`src/rtl/assembler_constants.sv`:
```
// Shared RV32I encoding constants and decoded-instruction types used by the
// assembler flow and the instruction decoder.
package assembler_constants;

  localparam logic [6:0] OP_REG    = 7'b0110011;
  localparam logic [6:0] OP_IMM    = 7'b0010011;
  localparam logic [6:0] OP_LOAD   = 7'b0000011;
  localparam logic [6:0] OP_STORE  = 7'b0100011;
  localparam logic [6:0] OP_BRANCH = 7'b1100011;
  localparam logic [6:0] OP_JAL    = 7'b1101111;
  localparam logic [6:0] OP_JALR   = 7'b1100111;
  localparam logic [6:0] OP_LUI    = 7'b0110111;
  localparam logic [6:0] OP_AUIPC  = 7'b0010111;

  localparam logic [2:0] F3_ADD_SUB = 3'b000;
  localparam logic [2:0] F3_SLL     = 3'b001;
  localparam logic [2:0] F3_SLT     = 3'b010;
  localparam logic [2:0] F3_SLTU    = 3'b011;
  localparam logic [2:0] F3_XOR     = 3'b100;
  localparam logic [2:0] F3_SR      = 3'b101;
  localparam logic [2:0] F3_OR      = 3'b110;
  localparam logic [2:0] F3_AND     = 3'b111;

  localparam logic [6:0] F7_ZERO = 7'b0000000;
  localparam logic [6:0] F7_ALT  = 7'b0100000;

  typedef enum logic [2:0] {FMT_R, FMT_I, FMT_S, FMT_B, FMT_U, FMT_J} fmt_t;

  typedef enum logic {RUN, HALT} state_t;

  typedef struct packed {
    logic [6:0]  opcode;
    logic [4:0]  rd;
    logic [2:0]  funct3;
    logic [4:0]  rs1;
    logic [4:0]  rs2;
    logic [6:0]  funct7;
    logic [4:0]  funct5;
    logic [31:0] imm;
  } InstFields;

  typedef struct packed {
    logic [7:0] line;
    logic       error_flag;
  } Error;

endpackage

```
`src/rtl/inst_field_decode.sv`:
```
// Combinational RV32I field extraction, immediate sign extension and
// legality check for a single instruction word.
module inst_field_decode
  import assembler_constants::*;
(
  input  logic [31:0] word,
  output InstFields   fields,
  output logic        illegal
);

  logic [6:0] op;
  logic [2:0] f3;
  logic [6:0] f7;
  fmt_t       fmt;

  assign op = word[6:0];
  assign f3 = word[14:12];
  assign f7 = word[31:25];

  always_comb begin
    illegal = 1'b0;
    fmt     = FMT_R;
    case (op)
      OP_REG: begin
        fmt     = FMT_R;
        illegal = !(f7 == F7_ZERO || f7 == F7_ALT) ||
                  (f7 == F7_ALT && !(f3 == F3_ADD_SUB || f3 == F3_SR));
      end
      OP_IMM: begin
        fmt     = FMT_I;
        illegal = (f3 == F3_SLL && f7 != F7_ZERO) ||
                  (f3 == F3_SR && !(f7 == F7_ZERO || f7 == F7_ALT));
      end
      OP_LOAD: begin
        fmt     = FMT_I;
        illegal = (f3 == F3_SLTU) || (f3 == F3_OR) || (f3 == F3_AND);
      end
      OP_STORE: begin
        fmt     = FMT_S;
        illegal = (f3 > F3_SLT);
      end
      OP_BRANCH: begin
        fmt     = FMT_B;
        illegal = (f3 == F3_SLT) || (f3 == F3_SLTU);
      end
      OP_JAL:  fmt = FMT_J;
      OP_JALR: begin
        fmt     = FMT_I;
        illegal = (f3 != F3_ADD_SUB);
      end
      OP_LUI, OP_AUIPC: fmt = FMT_U;
      default: illegal = 1'b1;
    endcase
  end

  // Start from the raw bit fields, then zero whatever the format does not use.
  always_comb begin
    fields        = '0;
    fields.opcode = op;
    fields.rd     = word[11:7];
    fields.funct3 = f3;
    fields.rs1    = word[19:15];
    fields.rs2    = word[24:20];
    fields.funct7 = f7;
    fields.funct5 = word[31:27];
    case (fmt)
      FMT_R: fields.imm = '0;
      FMT_I: begin
        fields.rs2    = '0;
        fields.funct7 = '0;
        fields.funct5 = '0;
        fields.imm    = {{20{word[31]}}, word[31:20]};
      end
      FMT_S: begin
        fields.rd  = '0;
        fields.imm = {{20{word[31]}}, word[31:25], word[11:7]};
      end
      FMT_B: begin
        fields.rd  = '0;
        fields.imm = {{20{word[31]}}, word[7], word[30:25], word[11:8], 1'b0};
      end
      FMT_U: begin
        fields.rs1    = '0;
        fields.rs2    = '0;
        fields.funct3 = '0;
        fields.funct7 = '0;
        fields.funct5 = '0;
        fields.imm    = {word[31:12], 12'b0};
      end
      FMT_J: begin
        fields.rs1    = '0;
        fields.rs2    = '0;
        fields.funct3 = '0;
        fields.funct7 = '0;
        fields.funct5 = '0;
        fields.imm    = {{12{word[31]}}, word[19:12], word[20], word[30:21], 1'b0};
      end
      default: fields.imm = '0;
    endcase
  end

endmodule

```
`src/rtl/inst_decoder.sv`:
```
// Valid/ready instruction decoder: one-cycle registered output, line counter
// and an error state that can halt intake until cleared.
module inst_decoder
  import assembler_constants::*;
#(
  parameter bit STOP_ON_ERROR = 1'b1
) (
  input  logic        clk_in,
  input  logic        rst_n_in,
  input  logic [31:0] inst_data_in,
  input  logic        inst_valid_in,
  output logic        inst_ready_out,
  output InstFields   fields_out,
  output logic        fields_valid_out,
  input  logic        fields_ready_in,
  output Error        error_out,
  input  logic        clear_in
);

  InstFields dec_fields;
  logic      dec_illegal;
  logic      accept;
  logic [7:0] line_cnt;
  state_t    state, state_nxt;

  inst_field_decode u_decode (
    .word    (inst_data_in),
    .fields  (dec_fields),
    .illegal (dec_illegal)
  );

  assign inst_ready_out = (state == RUN) && !clear_in &&
                          (!fields_valid_out || fields_ready_in);
  assign accept = inst_valid_in && inst_ready_out;

  // Output register: load on a legal accept, otherwise empty once drained.
  always_ff @(posedge clk_in or negedge rst_n_in) begin
    if (!rst_n_in) begin
      fields_valid_out <= 1'b0;
      fields_out       <= '0;
    end else if (accept && !dec_illegal) begin
      fields_out       <= dec_fields;
      fields_valid_out <= 1'b1;
    end else if (fields_ready_in) begin
      fields_valid_out <= 1'b0;
    end
  end

  // The error line records the count before this word's increment.
  always_ff @(posedge clk_in or negedge rst_n_in) begin
    if (!rst_n_in) begin
      line_cnt  <= '0;
      error_out <= '0;
    end else if (clear_in) begin
      line_cnt  <= '0;
      error_out <= '0;
    end else if (accept) begin
      line_cnt <= line_cnt + 8'd1;
      if (dec_illegal) begin
        error_out.line       <= line_cnt;
        error_out.error_flag <= 1'b1;
      end
    end
  end

  always_ff @(posedge clk_in or negedge rst_n_in) begin
    if (!rst_n_in) state <= RUN;
    else           state <= state_nxt;
  end

  always_comb begin
    state_nxt = state;
    case (state)
      RUN:     if (accept && dec_illegal && STOP_ON_ERROR) state_nxt = HALT;
      HALT:    if (clear_in) state_nxt = RUN;
      default: state_nxt = RUN;
    endcase
  end

endmodule

```
`config.mk`:
```
export PLATFORM = sky130hd
export DESIGN_NAME = inst_decoder
export DESIGN_NICKNAME = d
export VERILOG_FILES = /design/src/rtl/assembler_constants.sv /design/src/rtl/inst_field_decode.sv /design/src/rtl/inst_decoder.sv
export SDC_FILE = /design/constraint.sdc
export NUM_CORES = 1
export LEC_CHECK = 0
export ABC_CLOCK_PERIOD_IN_PS = 2700
export BUFFER_PORTS_ARGS = -buffer_cell sky130_fd_sc_hd__buf_2
export CAP_MARGIN = 15
export CORE_MARGIN = 3
export CORE_UTILIZATION = 52
export DETAILED_ROUTE_END_ITERATION = 7
export GPL_TIMING_DRIVEN = 0
export PLACE_DENSITY = 0.8
export SETUP_SLACK_MARGIN = 0.15
export SLEW_MARGIN = 30
export SYNTH_ARGS = -nofsm -noshare
export SYNTH_HDL_FRONTEND = slang
export SYNTH_SLANG_ARGS = --single-unit
```
`constraint.sdc`:
```
create_clock -name clk_in -period 2.7 [get_ports clk_in]
set_input_delay 0.27 -clock clk_in [delete_from_list [all_inputs] [get_ports clk_in]]
set_output_delay 0.27 -clock clk_in [all_outputs]
set_load 0.01 [all_outputs]
```
==> impl_metrics.ini <==
[floorplanning]
fp.dieArea_sq_um = 8980
pin_count = 117
rows = 31
core-area_sq_um = 7450
floorplan.initialDensity_pct = 55.0
dieHeight_um = 94.8
die_w_um = 94.8

[yosys]
synth_area_leader_cell = dfrtp_1
yosys.area.top_type_share_pct = 50.7
synth_edf_count = 0
yosysSeqAreaShare_pct = 50.7
synthTopCellsByArea = dfrtp_1, mux2i_1, mux2_2
yosys_most_used_dff = dfrtp_1
netlist_instances = 366
syn_avg_cell_area_sq_um = 11.2
post-synth-top-count-cell = dfrtp_1
syn_nets = 404
ys_ff_latch = 83
syn-cell-area_sq_um = 4100
synth_common_cells = dfrtp_1, inv_1, nand2_1
synth-async-reset-ratio_pct = 100
synth_cell_type_count = 48
yosys_warnings = 0

[finish]
antenna_cells = 0
fillers = 599
drive_above_1_share_pct = 37.0
multi_input_area_sq_um = 1700
final_nets = 530
regArea_sq_um = 2080
area_growth_pct = 23.5

[critical_path]
reg2reg_depth = 6
regToRegSetupSlack_ns = 0.41
path_max_fanout = 10
r2r_start = fields_valid_out
critPathKind = reg -> reg
r2r-end = fields_out[31]
startpoint_type = register
setup.worst_path.end = fields_out[31]
arrival_ns = 2.54
worstSetupStartpoint = fields_valid_out
worstSetupEndpointType = register
worstPathRequired_ns = 2.95

[outcome]
outcome = completed

[detailed_routing]
totalWireLength_mm = 9.47
wl_per_cell_um = 15.9
drc = 0
vias = 3122
first_iter_violations = 178
via_per_inst = 5.24
drt.antenna.violating_nets = 0
dr.pass1.iters = 4

[power]
power_density_nw_per_um2 = 656
peakVddDrop_mv = 0.347
leakagePower_uw = 0.00266
finalPower_uw = 3320

[clock_network]
cts_root_buf = clkbuf_8
cts_buffers = 9
cts_resized = 0
clkSinkCount = 83
clk_pin_slew_ns = 0.09
cts_max_level = 3
clock_path_buffers = 2
clk_latency_ns = 0.36
cts_tree = done

[global_routing]
overflow = 0
antenna_found_initial = 0
grt_max_degree = 44
grt_usage_pct = 22.4
grt_pass1_wl_mm = 15.5
grt_pass1_vias = 3259

[job]
drv_cap = 0

[sta]
fin_worst_skew_ns = 0.00881
hold_viol = 0
tns_ns = 0
final-setup-viol-count = 0
timing.fmax_mhz = 436
post-route-period-util_pct = 84.9
relSlewSlack_pct = 39.3
period_needed_ns = 2.29
tightest_slew_ns = 0.908
slew_viol_final = 0
grt_setup_unrepaired = false

[place]
io_buffers = 113
place.gp.congestion = 0.800
hpwl_mm = 7.05

[min_path]
hold_class = in -> reg
metrics by stage:
step	std cells	area (sq um)	utilization, %	setup slack [ns]	hold WS (ns)
after global routing	596	5060	67.9	0.275	0.151
after global placement	578	4790	64.3	0.180	0.443
final	596	5060	67.9	0.407	0.163
after detailed placement	579	4810	64.6	0.0821	0.211
after floorplan	366	4100	-	0.454	-0.0256
after CTS	596	5060	67.9	0.416	0.149
how the worst min path moves through the flow:
stage / slack (ns) / cells after the start / endpoint / from
6_report: 0.16 / 3 / fields_out[60] / inst_data_in[10]
5_1_grt: 0.15 / 3 / fields_out[50] / inst_data_in[16]
2_1_floorplan: -0.03 / 0 / error_out[0] / rst_n_in
3_3_place_gp: 0.44 / 1 / fields_out[63] / fields_out[63]
3_5_place_dp: 0.21 / 1 / fields_out[51] / rst_n_in
4_1_cts: 0.15 / 3 / fields_out[52] / inst_data_in[18]
metal layers:
layer | vias up | track usage (%) | share of wire, %
li1 | 1488 | - | -
met1 | 1509 | 27.3 | 41
met2 | 109 | 36.3 | 49
met3 | 16 | 7.65 | 8.4
met4 | 0 | 9.50 | 2.2
met5 | - | 0 | 0
state kept, by name, indices dropped and copies added (netlist names):
signal            cells
error_out             9
fields_out           64
line_cnt              8
fields_valid_out      1
state                 1
cells in the final DEF, fill, tap and decap left out, drive strengths merged, types with 4 or more instances in the layout:
cell type  synthesis  final
dfrtp             83     83
nand2             40     40
nor3               6      6
nor2              14     14
a22o               4      4
nor2b             13     13
mux2              33     33
a21oi             13     13
mux2i             38     38
clkbuf             7     18
inv               41     41
a21o              13     13
buf               14    128
xor2               4      4
power breakdown:
part | internal (uW) | switching, uW | total [uW] | leakage, uW
registers | 1450 | 118 | 1560 | 0.00102
clock network | 574 | 449 | 1020 | 0.000116
logic | 341 | 392 | 733 | 0.00153
logic make-up (layout without fill, tap and decap cells):
logic type      Yosys count  in the layout  synth area share, %
simple gates             97             97                 12.4
flops                    83             83                 50.7
mux                      71             71                 19.2
buf+inv                  62            193                 7.76
compound gates           46             46                 8.37
xor+xnor                  6              6                 1.28
fa+ha+maj                 1              1                0.305
critical path, stage by stage (launching register included):
cell and delay [ns]:
dfrtp_1 0.37, nor2b_1 0.15, nor4b_2 0.64, and4_4 0.39, buf_6 0.17, buf_12 0.16, mux2_4 0.30
repair_timing:
action	4_1_cts	5_1_grt
endpoints found under the hold margin	40	0
buffers inserted	0	0
hold buffers	1	0
layout make-up:
type,instances,area share (%)
well taps,99,2.45
flip-flops and latches,83,41.1
repair buffers,115,11.9
inverters,41,3.04
clock inverters,5,1.68
clock buffers,11,2.99
multi-input cells,221,33.6
plain buffers,21,3.24
Power figures use the tool's default switching activity.
